## config.mk

```make
export PLATFORM = sky130hd
export DESIGN_NAME = irq_ctrl83
export DESIGN_NICKNAME = d
export VERILOG_FILES = /design/src/rtl/irq83_pkg.sv /design/src/rtl/prio_enc83.sv /design/src/rtl/irq_ctrl83.sv
export SDC_FILE = /design/constraint.sdc
export NUM_CORES = 1
export LEC_CHECK = 0
export ABC_AREA = 1
export CAP_MARGIN = 20
export CORE_UTILIZATION = 45
export DETAILED_ROUTE_END_ITERATION = 6
export PLACE_DENSITY_LB_ADDON = 0.08
export SYNTH_ARGS = -nofsm -noshare
export SYNTH_HDL_FRONTEND = slang
export SYNTH_HIERARCHICAL = 1
export SYNTH_SLANG_ARGS = --single-unit
```

## constraint.sdc

```tcl
create_clock -name clk -period 1.5 [get_ports clk]
set_input_delay 0.15 -clock clk [delete_from_list [all_inputs] [get_ports clk]]
set_output_delay 0.15 -clock clk [all_outputs]
set_load 0.01 [all_outputs]
```

## src/rtl/irq83_pkg.sv

```systemverilog
// rtl/irq83_pkg.sv - shared types and constants for the irq_ctrl83 interrupt controller
package irq83_pkg;

    localparam int NUM_IRQ = 8;
    localparam int VEC_W   = 3;

    localparam logic [NUM_IRQ-1:0] MASK_RST = 8'hFF;

    typedef enum logic [1:0] {
        IDLE    = 2'd0,
        REQ     = 2'd1,
        SERVICE = 2'd2
    } state_t;

    // Rotate right so that bit n lands at position 0 and bit n-1 at position 7.
    function automatic logic [NUM_IRQ-1:0] rotr8(input logic [NUM_IRQ-1:0] v,
                                                 input logic [VEC_W-1:0]   n);
        logic [NUM_IRQ-1:0] r;
        logic [VEC_W-1:0]   src;
        r = '0;
        for (int i = 0; i < NUM_IRQ; i++) begin
            src  = VEC_W'(i) + n;
            r[i] = v[src];
        end
        return r;
    endfunction

endpackage

```

## src/rtl/prio_enc83.sv

```systemverilog
// rtl/prio_enc83.sv - combinational 8-to-3 priority encoder, bit 7 highest
module prio_enc83
    import irq83_pkg::*;
(
    input  logic [NUM_IRQ-1:0] req,
    output logic [VEC_W-1:0]   idx,
    output logic               valid
);

    always_comb begin
        idx   = '0;
        valid = |req;
        // Ascending scan: the highest set bit is the last one written.
        for (int i = 0; i < NUM_IRQ; i++) begin
            if (req[i]) begin
                idx = VEC_W'(i);
            end
        end
    end

endmodule

```

## src/rtl/irq_ctrl83.sv

```systemverilog
// rtl/irq_ctrl83.sv - 8-line edge-latched interrupt controller; IRQ83_ROTATE_EN selects rotating priority
module irq_ctrl83
    import irq83_pkg::*;
(
    input  logic                 clk,
    input  logic                 rst_n,
    input  logic [NUM_IRQ-1:0]   irq_i,
    input  logic                 mask_we,
    input  logic [NUM_IRQ-1:0]   mask_wdata,
    input  logic                 irq_ack,
    input  logic                 irq_eoi,
    output logic                 irq_req,
    output logic [VEC_W-1:0]     irq_vec,
    output logic                 in_service,
    output logic [NUM_IRQ-1:0]   pending_o,
    output logic [NUM_IRQ-1:0]   mask_o
);

    state_t             state;
    state_t             state_nxt;
    logic [NUM_IRQ-1:0] irq_q;
    logic [NUM_IRQ-1:0] pending;
    logic [NUM_IRQ-1:0] mask;
    logic [NUM_IRQ-1:0] edge_det;
    logic [NUM_IRQ-1:0] ack_clr;
    logic [NUM_IRQ-1:0] eligible;
    logic [NUM_IRQ-1:0] enc_in;
    logic [VEC_W-1:0]   enc_idx;
    logic               enc_valid;
    logic [VEC_W-1:0]   win_vec;
    logic [VEC_W-1:0]   vec;
    logic               ack_take;
    logic               eoi_take;

    assign edge_det = irq_i & ~irq_q;
    assign eligible = pending & ~mask;
    assign ack_take = (state == REQ) && irq_ack;
    assign eoi_take = (state == SERVICE) && irq_eoi;
    assign ack_clr  = ack_take ? (NUM_IRQ'(1) << vec) : '0;

`ifdef IRQ83_ROTATE_EN
    logic [VEC_W-1:0] ptr;

    always_ff @(posedge clk or negedge rst_n) begin
        if (!rst_n) begin
            ptr <= '0;
        end else if (eoi_take) begin
            ptr <= vec;
        end
    end

    // Encode in rotated space, then shift the winner back to a real line index.
    assign enc_in  = rotr8(eligible, ptr);
    assign win_vec = enc_idx + ptr;
`else
    assign enc_in  = eligible;
    assign win_vec = enc_idx;
`endif

    prio_enc83 u_enc (
        .req   (enc_in),
        .idx   (enc_idx),
        .valid (enc_valid)
    );

    // Edge detector, pending latch and mask register.
    always_ff @(posedge clk or negedge rst_n) begin
        if (!rst_n) begin
            irq_q   <= '0;
            pending <= '0;
            mask    <= MASK_RST;
        end else begin
            irq_q   <= irq_i;
            // Set after clear: a new edge on the line being acked is kept.
            pending <= (pending & ~ack_clr) | edge_det;
            if (mask_we) begin
                mask <= mask_wdata;
            end
        end
    end

    always_ff @(posedge clk or negedge rst_n) begin
        if (!rst_n) begin
            state <= IDLE;
        end else begin
            state <= state_nxt;
        end
    end

    always_comb begin
        state_nxt = state;
        case (state)
            IDLE: begin
                if (enc_valid) begin
                    state_nxt = REQ;
                end
            end
            REQ: begin
                if (irq_ack) begin
                    state_nxt = SERVICE;
                end
            end
            SERVICE: begin
                if (irq_eoi) begin
                    state_nxt = IDLE;
                end
            end
            default: state_nxt = IDLE;
        endcase
    end

    // Vector is captured only on the IDLE->REQ transition and then held.
    always_ff @(posedge clk or negedge rst_n) begin
        if (!rst_n) begin
            vec        <= '0;
            irq_req    <= 1'b0;
            in_service <= 1'b0;
        end else begin
            if ((state == IDLE) && enc_valid) begin
                vec <= win_vec;
            end
            irq_req    <= (state_nxt == REQ);
            in_service <= (state_nxt == SERVICE);
        end
    end

    assign irq_vec   = vec;
    assign pending_o = pending;
    assign mask_o    = mask;

endmodule

```

Word level (Yosys, flattened, before mapping)
Index checks and enable logic that the tools add are counted.
Storage, ports and cells
  register bits: 31
  latch bits: 0
  bits in writable memories: 0
  bits in read-only memories: 0
  bits of input ports: 21
  output and inout port bits: 21
  word-level logic and storage cells: 35
  memories: 0
Operators by class
  add/sub/neg operators: 0
  multipliers: 0
  divide/modulo/power cells: 0
  $lt $le $gt $ge: 0
  equality and inequality tests: 4
  shift operators: 1
  mux-type cells: 12
  bitwise logic cells: 7
  reductions and logical operators: 4
Operators with widths (number)
  8-bit AND: 3
  8-bit NOT: 3
  3-bit two-way mux: 4
  2-bit two-way mux: 5
  8-bit two-way mux: 1
  8-bit OR: 1
  8-bit OR reduction: 1
  1-bit by 3-bit left shift with 8-bit output (first input constant): 1
  2-bit case mux with 3 select lines: 1
  2-bit by 1-bit equality test with 1-bit output (second input constant): 2
  2-bit equality test (second input constant): 2
  1-bit logical AND: 2
  2-bit zero test: 1
  1-bit two-way mux: 1

Longest topological paths before layout
Gate-level depths: netlist (run 1).
  word-level depth: 9
  depth in mapped cells: 11
  mapped depth without buffers: 11

Modules after synthesis
Netlist (run 1), hierarchy kept.
By module, submodules not included
  irq_ctrl83: instances 1, cells an instance 127, area an instance 1237.4 um2, sequential area each 785.8 um2
  prio_enc83: instances 1, cells an instance 20, area an instance 77.6 um2, sequential area each 0.0 um2

Worst setup path before layout (run 1)
OpenSTA, ideal clock, no wires.
  path type: register to register
  start point: register mask[3] (netlist: mask_o[3])
  end point: register vec[0] (netlist: irq_vec[0])
  library setup time: 77 ps
  arrival time: 1175 ps
  required time: 1423 ps
  setup slack: 248 ps
  cell stages (with the launch flop): 9
  path buffers: 0
  period minus slack after synthesis: 1252 ps
  path through: dfstp_2 nor2_1 inv_1 nand2_1 nor3_1 nand3_1 nand2_2 nor2_1 a21oi_1
On the way
  elaborated cells between the ends (all ways): 9
  classes of those cells: mux (5); bitwise (2); reduce/logical (2)
RTL lines
  start: declaration: RTL line irq_ctrl83.sv:23  | logic [NUM_IRQ-1:0] mask;
  start signal: assignment: RTL line irq_ctrl83.sv:77  | mask <= mask_wdata;
  8-bit NOT: RTL line irq_ctrl83.sv:36  | assign eligible = pending & ~mask;
  8-bit AND: RTL line irq_ctrl83.sv:36
  via eligible[3]: RTL line irq_ctrl83.sv:26  | logic [NUM_IRQ-1:0] eligible;
  8-bit OR reduction: RTL line prio_enc83.sv:12  | valid = |req;
  via enc_valid: RTL line irq_ctrl83.sv:29  | logic enc_valid;
  1-bit logical AND: RTL line irq_ctrl83.sv:119  | if ((state == IDLE) && enc_valid) begin
  end signal: assignment: RTL line irq_ctrl83.sv:120  | vec <= win_vec;
  end: declaration: RTL line irq_ctrl83.sv:31  | logic [VEC_W-1:0] vec;
The timed path passes the listed nets, and every way through them passes these cells.
A chain may end at the register's enable or synchronous reset.

Worst setup path after layout (run 1)
  start point: register pending[2] (netlist: pending_o[2])
  end point: output pending_o[2]
RTL lines
  start: declaration: RTL line irq_ctrl83.sv:22  | logic [NUM_IRQ-1:0] pending;
  start signal: assignment: RTL line irq_ctrl83.sv:75  | pending <= (pending & ~ack_clr) | edge_det;
  end: declaration: RTL line irq_ctrl83.sv:15  | output logic [NUM_IRQ-1:0] pending_o,
No word-level cell between the ends.

==> metrics.csv, run 1 <==
stage,metric,value,unit
pwr,clock share of power,17.6,%
pwr,Static Leakage,0.939,nW
critical_path,Levels on crit path,1,
synthesis,post-synthesis sequential area ratio,59.8,%
global_route,gr usage total,19.7,%
placed_design,port buffer count,41,
synthesis,YS warnings,6,
synthesis,Synth Flop Type,dfrtp_1,
synthesis,Syn Nets,168,
synthesis,Commonest cells post-synth,"44 x nand2_1, 26 x inv_1, 23 x dfrtp_1",
critical_path,cell family with the largest share of critical-path delay,buffers and inverters,
pwr,Max VDD drop,0.950,mV
synthesis,most frequent cell after synthesis,nand2_1,
pwr,internal power,1.66,mW
drt,post-route antenna net violation count,0,
placed_design,DP Area,0.00177,sq mm
synthesis,Post-Syn Instances,147,
critical_path,CP Capture Type,output pin,
pwr,total power,2.54,mW
pwr,portion of total power attributed to combinational logic,37.1,%
layout,design area,0.00183,sq mm
pwr,Switching Fraction,34.6,%
placed_design,placer's final routability congestion estimate,0.800,
critical_path,critical setup path kind,flop to output pin,
critical_path,crit-path max cell delay,0.55,ns
sta,fin crit period,1.43,ns
critical_path,CP Data Required Time,1.35,ns
critical_path,setup slack on the worst flop-to-flop path,0.14,ns
drt,Iter 0 DRT Violations,24,
floorplanning,Die Footprint,0.00314,sq mm
drt,routed len/inst,11.4,microns
synthesis,post-synth cell types,15,
floorplanning,total I/O pin count,42,
critical_path,CP Cell Sequence,clkdlybuf4s50_1,
sta,minimum hold slack,0.202,ns
sta,Worst-Margin Slew,0.387,ns
critical_path,Worst Reg-to-Reg Cells,8,
synthesis,leading area contributor after synthesis,dfrtp_1,
synthesis,number of enable flip-flop cells after synthesis,0,
clock_network,CTS tree,built,
sta,final setup fails,0,
sta,relative slew slack,74.2,%
floorplanning,Site Rows,19,
critical_path,Worst Path Buf+Inv,1,
clock_network,htree depth,2,
layout,Fillers,246,
clock_network,clock buffer depth,2,
pwr,Flop pwr share,45.3,%
drt,Vias,1073,
floorplanning,core area,0.00276,sq mm
layout,layout cells sized above 1,15.2,%
global_route,first-pass GRT wire length,4660,microns
drt,Post-route DRC,0,
clock_network,CTS Buf Count,5,
global_route,initial antenna violation count,0,
layout,Syn-to-layout area delta,39.1,%
synthesis,Yosys top cell area share,43.8,%
layout,Storage cell area,787,sq um
synthesis,"Async S/R FF share, synth",100,%
layout,final net count,218,
critical_path,slowest cell on the critical path,clkdlybuf4s50_1,
status,status,completed,
layout,Layout Utilization,66.3,%
floorplanning,Die Span Y,56.1,microns
pwr,power per cell area,1390,mW/mm^2
layout,Multi-input gate area,428,sq um
synthesis,mapped cell area,0.00132,sq mm
sta,"Hold Vio Cnt, Final",0,
clock_network,clock latency on the worst-skew pair,0.33,ns
run,max_cap viols,0,
synthesis,Mean Syn Cell Area,8.95,sq um
min_path,Hold Path Class,input pin to async pin,
sta,fmax,701,MHz
critical_path,crit-path max FO,3,
sta,fin crit share,95.1,%
critical_path,Worst EP arrival,1.28,ns
sta,Clock Skew,0.00579,ns
drt,DRT Wirelength,2620,microns
global_route,largest net degree at the start of global routing,32,
placed_design,post-DP HPWL,1910,microns
floorplanning,initial core utilization,47.7,%
pwr,net switching power,0.878,mW
layout,ant diodes,0,
sta,Slew Limit Fails,0,
critical_path,Setup crit start kind,flop,
global_route,GR Overflow Total,0,
clock_network,clk root buf,clkbuf_4,
synthesis,Area contributors post-synth,"dfrtp_1 44%, dfstp_2 16%, nand2_1 13%, inv_1 7.4%, mux2_2 6.9%",
floorplanning,Die Width,56.1,microns
clock_network,clk sinks,31,
clock_network,"CTS clk-pin slew, worst paths",0.09,ns
synthesis,register bit total from synthesis,31,
drt,vias per cell,4.69,
drt,DR pass1 iterations,4,
global_route,number of global-route vias before repair,1068,
## sequential cells by signal (all words and copies together), names as in the netlist
| signal | count |
|---|---|
| irq_vec | 3 |
| in_service | 1 |
| mask_o | 8 |
| irq_req | 1 |
| pending_o | 8 |
| state | 2 |
| irq_q | 8 |
## power groups by stage
| stage | clock [mW] | combinational, mW | sequential (mW) |
|---|---|---|---|
| floorplan | 0 | 0.411 | 1.22 |
| global placement | 0 | 0.875 | 1.18 |
| detailed placement | 0 | 0.899 | 1.18 |
| CTS | 0.467 | 0.890 | 1.17 |
| global route | 0.506 | 1.05 | 1.18 |
| finish | 0.447 | 0.942 | 1.15 |
## metrics by stage
stage | setup slack, ns | TNS [ns] | cells
final | 0.0731 | 0 | 229
after global placement | 0.178 | 0 | 219
after global routing | -0.00418 | -0.00418 | 229
after floorplan | 0.248 | 0 | 147
after detailed placement | 0.117 | 0 | 219
after CTS | 0.00775 | 0 | 227
## layout make-up
type / count / share of cell area, %
clock buffer: 8 / 2.67
tap: 31 / 2.12
timing repair buffer: 44 / 23.3
sequential: 31 / 43.0
multi-input combinational: 88 / 23.4
inverter: 27 / 5.54
## metal layers
layer  vias up  GRT usage, %  wire (microns)
met1       489          23.3            1160
met2        34          31.8            1210
met5         -             0               0
li1        544             -               -
met4         0          7.32              44
met3         6          8.37             209
## cells in the final DEF (no fill, tap or decap), drive strengths merged
| cell | count |
|---|---|
| nor2 | 22 |
| dfstp | 8 |
| dfrtp | 23 |
| clkdlybuf4s50 | 32 |
| a21oi | 3 |
| o31ai | 2 |
| mux2 | 8 |
| dlygate4sd2 | 8 |
| clkbuf | 8 |
| inv | 27 |
| nand2 | 46 |
| o21ai | 3 |
| buf | 3 |
| nor3 | 1 |
| dlymetal6s2s | 1 |
| nand3 | 3 |
## cells by family after synthesis
family | synth area share [%]
buffers and inverters | 8.09
AO/OA/AOI/OAI | 3.42
flip-flops | 59.8
AND/OR/NAND/NOR | 21.9
multiplexers | 6.85
## path summary, 6_finish.rpt
kind	startpoint	to
min in group clk	irq_i[0]	irq_q[0]
max in group asynchronous	rst_n	mask_o[1]
worst max-delay path	pending_o[2]	pending_o[2]
worst min register to register	irq_q[6]	pending_o[6]
worst max register to register	mask_o[2]	irq_vec[2]
worst min-delay path	rst_n	in_service
## what timing repair did
item                                    4_1_cts  5_1_grt
gates resized for setup                       9        2
hold buffers                                  0        0
setup buffers                                 0        2
endpoints found under the setup margin        9        4
pin swaps                                     0        1
Power figures use the tool's default switching activity.
==> run 2, diff against run 1 <==
--- a/config.mk
+++ b/config.mk
@@ -6,8 +6,10 @@
 export NUM_CORES = 1
 export LEC_CHECK = 0
 export ABC_AREA = 1
+export ABC_CLOCK_PERIOD_IN_PS = 1500
 export CAP_MARGIN = 20
-export CORE_UTILIZATION = 45
+export CORE_UTILIZATION = 47
+export CTS_BUF_LIST = sky130_fd_sc_hd__clkbuf_2 sky130_fd_sc_hd__clkbuf_4 sky130_fd_sc_hd__clkbuf_8
 export DETAILED_ROUTE_END_ITERATION = 6
 export PLACE_DENSITY_LB_ADDON = 0.08
 export SYNTH_ARGS = -nofsm -noshare
==> metrics.csv, run 2 (synthesized netlist as in run 1, its figures left out) <==
stage,metric,value,unit
status,status,completed,
layout,Layout Utilization,71.5,%
drt,vias per cell,4.67,
layout,post-route insts no fill,228,
critical_path,critical setup path kind,flop to output pin,
floorplanning,Site Rows,18,
layout,final net count,218,
critical_path,crit-path max FO,6,
sta,RSZ-0062 raised after global routing,no,
drt,DR pass1 iterations,4,
layout,layout cells sized above 1,17.2,%
critical_path,CP Capture Type,output pin,
layout,ant diodes,0,
sta,Slew Limit Fails,0,
placed_design,post-DP HPWL,1900,microns
sta,Worst-Margin Slew,0.380,ns
drt,post-route antenna net violation count,0,
critical_path,Setup crit start kind,flop,
clock_network,clock buffer depth,2,
sta,fin crit period,1.44,ns
floorplanning,Die Span Y,54.9,microns
global_route,first-pass GRT wire length,3850,microns
placed_design,# placed instances,218,
global_route,largest net degree at the start of global routing,32,
critical_path,Worst EP arrival,1.29,ns
floorplanning,total I/O pin count,42,
drt,DRT Wirelength,2620,microns
pwr,Max VDD drop,1.16,mV
clock_network,clk sinks,31,
floorplanning,Die Width,54.9,microns
critical_path,cell family with the largest share of critical-path delay,buffers and inverters,
clock_network,htree depth,2,
clock_network,hold_buf cts,0,
critical_path,crit-path max cell delay,0.55,ns
sta,fin crit share,96.3,%
sta,fmax,692,MHz
placed_design,placer's final routability congestion estimate,0.792,
sta,"Hold Vio Cnt, Final",0,
global_route,initial antenna violation count,0,
min_path,Hold Path Class,input pin to async pin,
clock_network,CTS tree,built,
sta,Fin Setup TNS,0,ns
global_route,gr usage total,19.3,%
pwr,Static Leakage,0.944,nW
floorplanning,Die Footprint,0.00301,sq mm
global_route,number of global-route vias before repair,944,
floorplanning,initial core utilization,51.2,%
clock_network,"CTS clk-pin slew, worst paths",0.09,ns
clock_network,clk root buf,clkbuf_4,
placed_design,port buffer count,41,
sta,Clock Skew,0.00530,ns
layout,"most common cell after layout, fill and taps aside",nand2_1,
floorplanning,core area,0.00257,sq mm
clock_network,clock latency on the worst-skew pair,0.32,ns
sta,relative slew slack,74.7,%
layout,Syn-to-layout area delta,39.6,%
drt,Iter 0 DRT Violations,27,
clock_network,CTS Buf Count,5,
pwr,power per cell area,1410,mW/mm^2
critical_path,CP Cell Sequence,clkdlybuf4s50_1,
critical_path,slowest cell on the critical path,clkdlybuf4s50_1,
critical_path,CP Data Required Time,1.35,ns
layout,"commonest non-fill, non-tap cells in the layout","44 x nand2_1, 33 x clkdlybuf4s50_1, 26 x inv_1",
run,max_cap viols,0,
sta,final setup fails,0,
drt,Post-route DRC,0,
global_route,GR Overflow Total,0,
drt,Vias,1065,
critical_path,Worst Path Buf+Inv,1,
drt,routed len/inst,11.5,microns
run 2: changes by cell type in the layout (fill, tap and decap cells not counted):
cell,before,now
clkbuf_1,3,0
clkbuf_4,5,7
clkdlybuf4s50_1,32,33
clkinv_2,0,1
dfrtp_1,22,21
dfrtp_2,1,2
dlymetal6s2s_1,1,0
run 2: metal layers:
layer	global-route usage, %	wire length (microns)
met1	24.0	1170
met5	0	0
met4	11.3	51
met3	5.74	182
met2	29.5	1220
run 2: final timing paths:
| kind | start | end | slack (ns) | cells after the start |
|---|---|---|---|---|
| worst min register to register | irq_q[6] | pending_o[6] | 0.48 | 3 |
| worst max register to register | mask_o[3] | irq_vec[1] | 0.16 | 8 |
| max in group asynchronous | rst_n | mask_o[4] | 0.98 | 2 |
| worst max-delay path | irq_vec[2] | irq_vec[2] | 0.06 | 1 |
| worst min-delay path | rst_n | state[1] | 0.20 | 2 |
| min in group clk | irq_i[4] | irq_q[4] | 0.28 | 1 |
run 2: report_power, final:
part	total (mW)	switching, mW	internal (mW)
Combinational	0.932	0.479	0.453
Clock	0.490	0.272	0.219
Sequential	1.16	0.136	1.03
Total	2.58	0.886	1.70
run 2: layout make-up:
cell class	instances	area, sq um
clock inverter	1	5.00
multi-input combinational	88	428
tap	30	37.5
timing repair buffer	44	423
fill	226	732
sequential	31	788
inverter	27	101
clock buffer	7	52.6
run 2: metrics by stage:
| stage | instance area [sq um] | setup slack (ns) | power, mW | hold WS (ns) |
|---|---|---|---|---|
| after floorplan | 1320 | 0.248 | 1.63 | -0.146 |
| final | 1840 | 0.0554 | 2.58 | 0.203 |
| after global routing | 1840 | 0.00278 | 2.78 | 0.230 |
| after CTS | 1820 | 0.0182 | 2.58 | 0.204 |
| after detailed placement | 1770 | 0.131 | 2.08 | 0.470 |
| after global placement | 1770 | 0.218 | 2.06 | 0.463 |
run 2: repair_timing:
| action | CTS | global route |
|---|---|---|
| endpoints found under the setup margin | 10 | 3 |
| hold endpoints to repair | 0 | 0 |
| buffers inserted | 1 | 1 |
| resized for setup | 9 | 2 |
| pin swaps | 0 | 1 |
==> run 3, diff against run 2 <==
--- a/config.mk
+++ b/config.mk
@@ -6,9 +6,9 @@
 export NUM_CORES = 1
 export LEC_CHECK = 0
 export ABC_AREA = 1
-export ABC_CLOCK_PERIOD_IN_PS = 1500
 export CAP_MARGIN = 20
-export CORE_UTILIZATION = 47
+export CORE_MARGIN = 2
+export CORE_UTILIZATION = 45
 export CTS_BUF_LIST = sky130_fd_sc_hd__clkbuf_2 sky130_fd_sc_hd__clkbuf_4 sky130_fd_sc_hd__clkbuf_8
 export DETAILED_ROUTE_END_ITERATION = 6
 export PLACE_DENSITY_LB_ADDON = 0.08
==> metrics.csv, run 3 (synthesized netlist as in run 1, its figures left out) <==
stage,metric,value,unit
global_route,initial antenna violation count,0,
global_route,GR Overflow Total,0,
critical_path,Setup crit start kind,flop,
critical_path,critical setup path kind,flop to output pin,
critical_path,cell family with the largest share of critical-path delay,buffers and inverters,
pwr,power per cell area,1380,mW/mm^2
layout,"most common cell after layout, fill and taps aside",nand2_1,
sta,Fin Setup TNS,0,ns
status,status,completed,
critical_path,CP Cell Sequence,clkdlybuf4s50_1,
layout,Fillers,254,
layout,layout cells sized above 1,17.1,%
floorplanning,Die Footprint,0.00337,sq mm
placed_design,# placed instances,219,
layout,post-route insts no fill,230,
global_route,first-pass GRT wire length,4260,microns
layout,ant diodes,0,
drt,vias per cell,4.60,
critical_path,CP Capture Type,output pin,
sta,fin crit period,1.42,ns
sta,final setup fails,0,
floorplanning,core area,0.00276,sq mm
critical_path,crit-path max FO,4,
sta,Slew Limit Fails,0,
critical_path,crit-path max cell delay,0.55,ns
floorplanning,total I/O pin count,42,
placed_design,DP Area,0.00177,sq mm
clock_network,clk sinks,31,
sta,"Hold Vio Cnt, Final",0,
layout,"commonest non-fill, non-tap cells in the layout","44 x nand2_1, 32 x clkdlybuf4s50_1, 26 x inv_1",
layout,design area,0.00184,sq mm
critical_path,Worst EP arrival,1.27,ns
floorplanning,Die Width,58.1,microns
placed_design,port buffer count,41,
global_route,largest net degree at the start of global routing,32,
floorplanning,Site Rows,19,
drt,DR pass1 iterations,4,
drt,Vias,1059,
drt,DRT Wirelength,2510,microns
clock_network,clock buffer depth,2,
floorplanning,Die Span Y,58.1,microns
drt,Post-route DRC,0,
run,max_cap viols,0,
sta,fmax,702,MHz
sta,RSZ-0062 raised after global routing,no,
global_route,number of global-route vias before repair,996,
clock_network,"CTS clk-pin slew, worst paths",0.10,ns
clock_network,CTS Buf Count,5,
pwr,Static Leakage,0.952,nW
critical_path,Worst Path Buf+Inv,1,
critical_path,slowest cell on the critical path,clkdlybuf4s50_1,
drt,post-route antenna net violation count,0,
sta,relative slew slack,74.8,%
layout,final net count,219,
placed_design,post-DP HPWL,1840,microns
placed_design,placer's final routability congestion estimate,0.800,
clock_network,clk root buf,clkbuf_4,
clock_network,CTS tree,built,
floorplanning,initial core utilization,47.7,%
pwr,total power,2.55,mW
sta,Worst-Margin Slew,0.378,ns
clock_network,htree depth,2,
layout,Syn-to-layout area delta,40.0,%
sta,Clock Skew,0.00648,ns
drt,routed len/inst,10.9,microns
clock_network,clock latency on the worst-skew pair,0.33,ns
drt,Iter 0 DRT Violations,19,
pwr,Max VDD drop,0.974,mV
critical_path,CP Data Required Time,1.35,ns
min_path,Hold Path Class,input pin to async pin,
sta,fin crit share,95.0,%
layout,Layout Utilization,66.7,%
global_route,gr usage total,17.1,%
[run 3: changes by cell type in the layout (fill, tap and decap cells not counted), sizes merged]
| cell | previous run | this run |
|---|---|---|
| clkdlybuf4s50 | 33 | 32 |
| dlymetal6s2s | 0 | 1 |
| buf | 3 | 4 |
| clkinv | 1 | 3 |
| clkbuf | 7 | 5 |
[run 3: final cells by class]
class                      count  area, sq um  share of cell area [%]
clock buffer                   5         37.5                    2.04
clock inverter                 3         15.0                   0.816
inverter                      27          101                    5.51
multi-input combinational     88          428                    23.2
sequential                    31          787                    42.8
tap                           31         38.8                    2.11
timing repair buffer          45          433                    23.5
[run 3: what timing repair did]
action                                  CTS  global route
resized for setup                         9             2
cloned                                    0             0
pin swaps                                 0             1
endpoints found under the setup margin    9             3
buffers inserted                          1             2
hold buffers                              0             0
endpoints found under the hold margin     0             0
[run 3: power breakdown]
part | internal [mW] | switching (mW) | leakage, nW
sequential | 1.02 | 0.124 | 0.330
combinational | 0.462 | 0.478 | 0.587
clock | 0.174 | 0.287 | 0.0347
[run 3: stage by stage]
stage	hold WS [ns]	setup slack, ns
finish	0.209	0.0755
global route	0.232	0.0152
global placement	0.464	0.193
floorplan	-0.146	0.248
CTS	0.213	0.0116
detailed placement	0.469	0.145
[run 3: final timing paths]
path                            start      endpoint  slack [ns]  depth (start not counted)
setup / recovery           irq_vec[0]    irq_vec[0]        0.08                          1
hold / removal                  rst_n  pending_o[4]        0.21                          2
setup reg to reg            mask_o[2]    irq_vec[0]        0.18                          8
hold reg to reg              irq_q[0]  pending_o[0]        0.48                          3
max in group asynchronous       rst_n     mask_o[3]        0.98                          2
min in group clk             irq_i[4]      irq_q[4]        0.28                          1
[run 3: per-layer routing]
metal | vias up | track usage (%) | share of wire [%]
met5 | - | 0 | 0
met4 | 0 | 8.97 | 2.2
met3 | 7 | 6.03 | 8.3
met2 | 35 | 26.1 | 45
met1 | 467 | 21.3 | 45
li1 | 550 | - | -
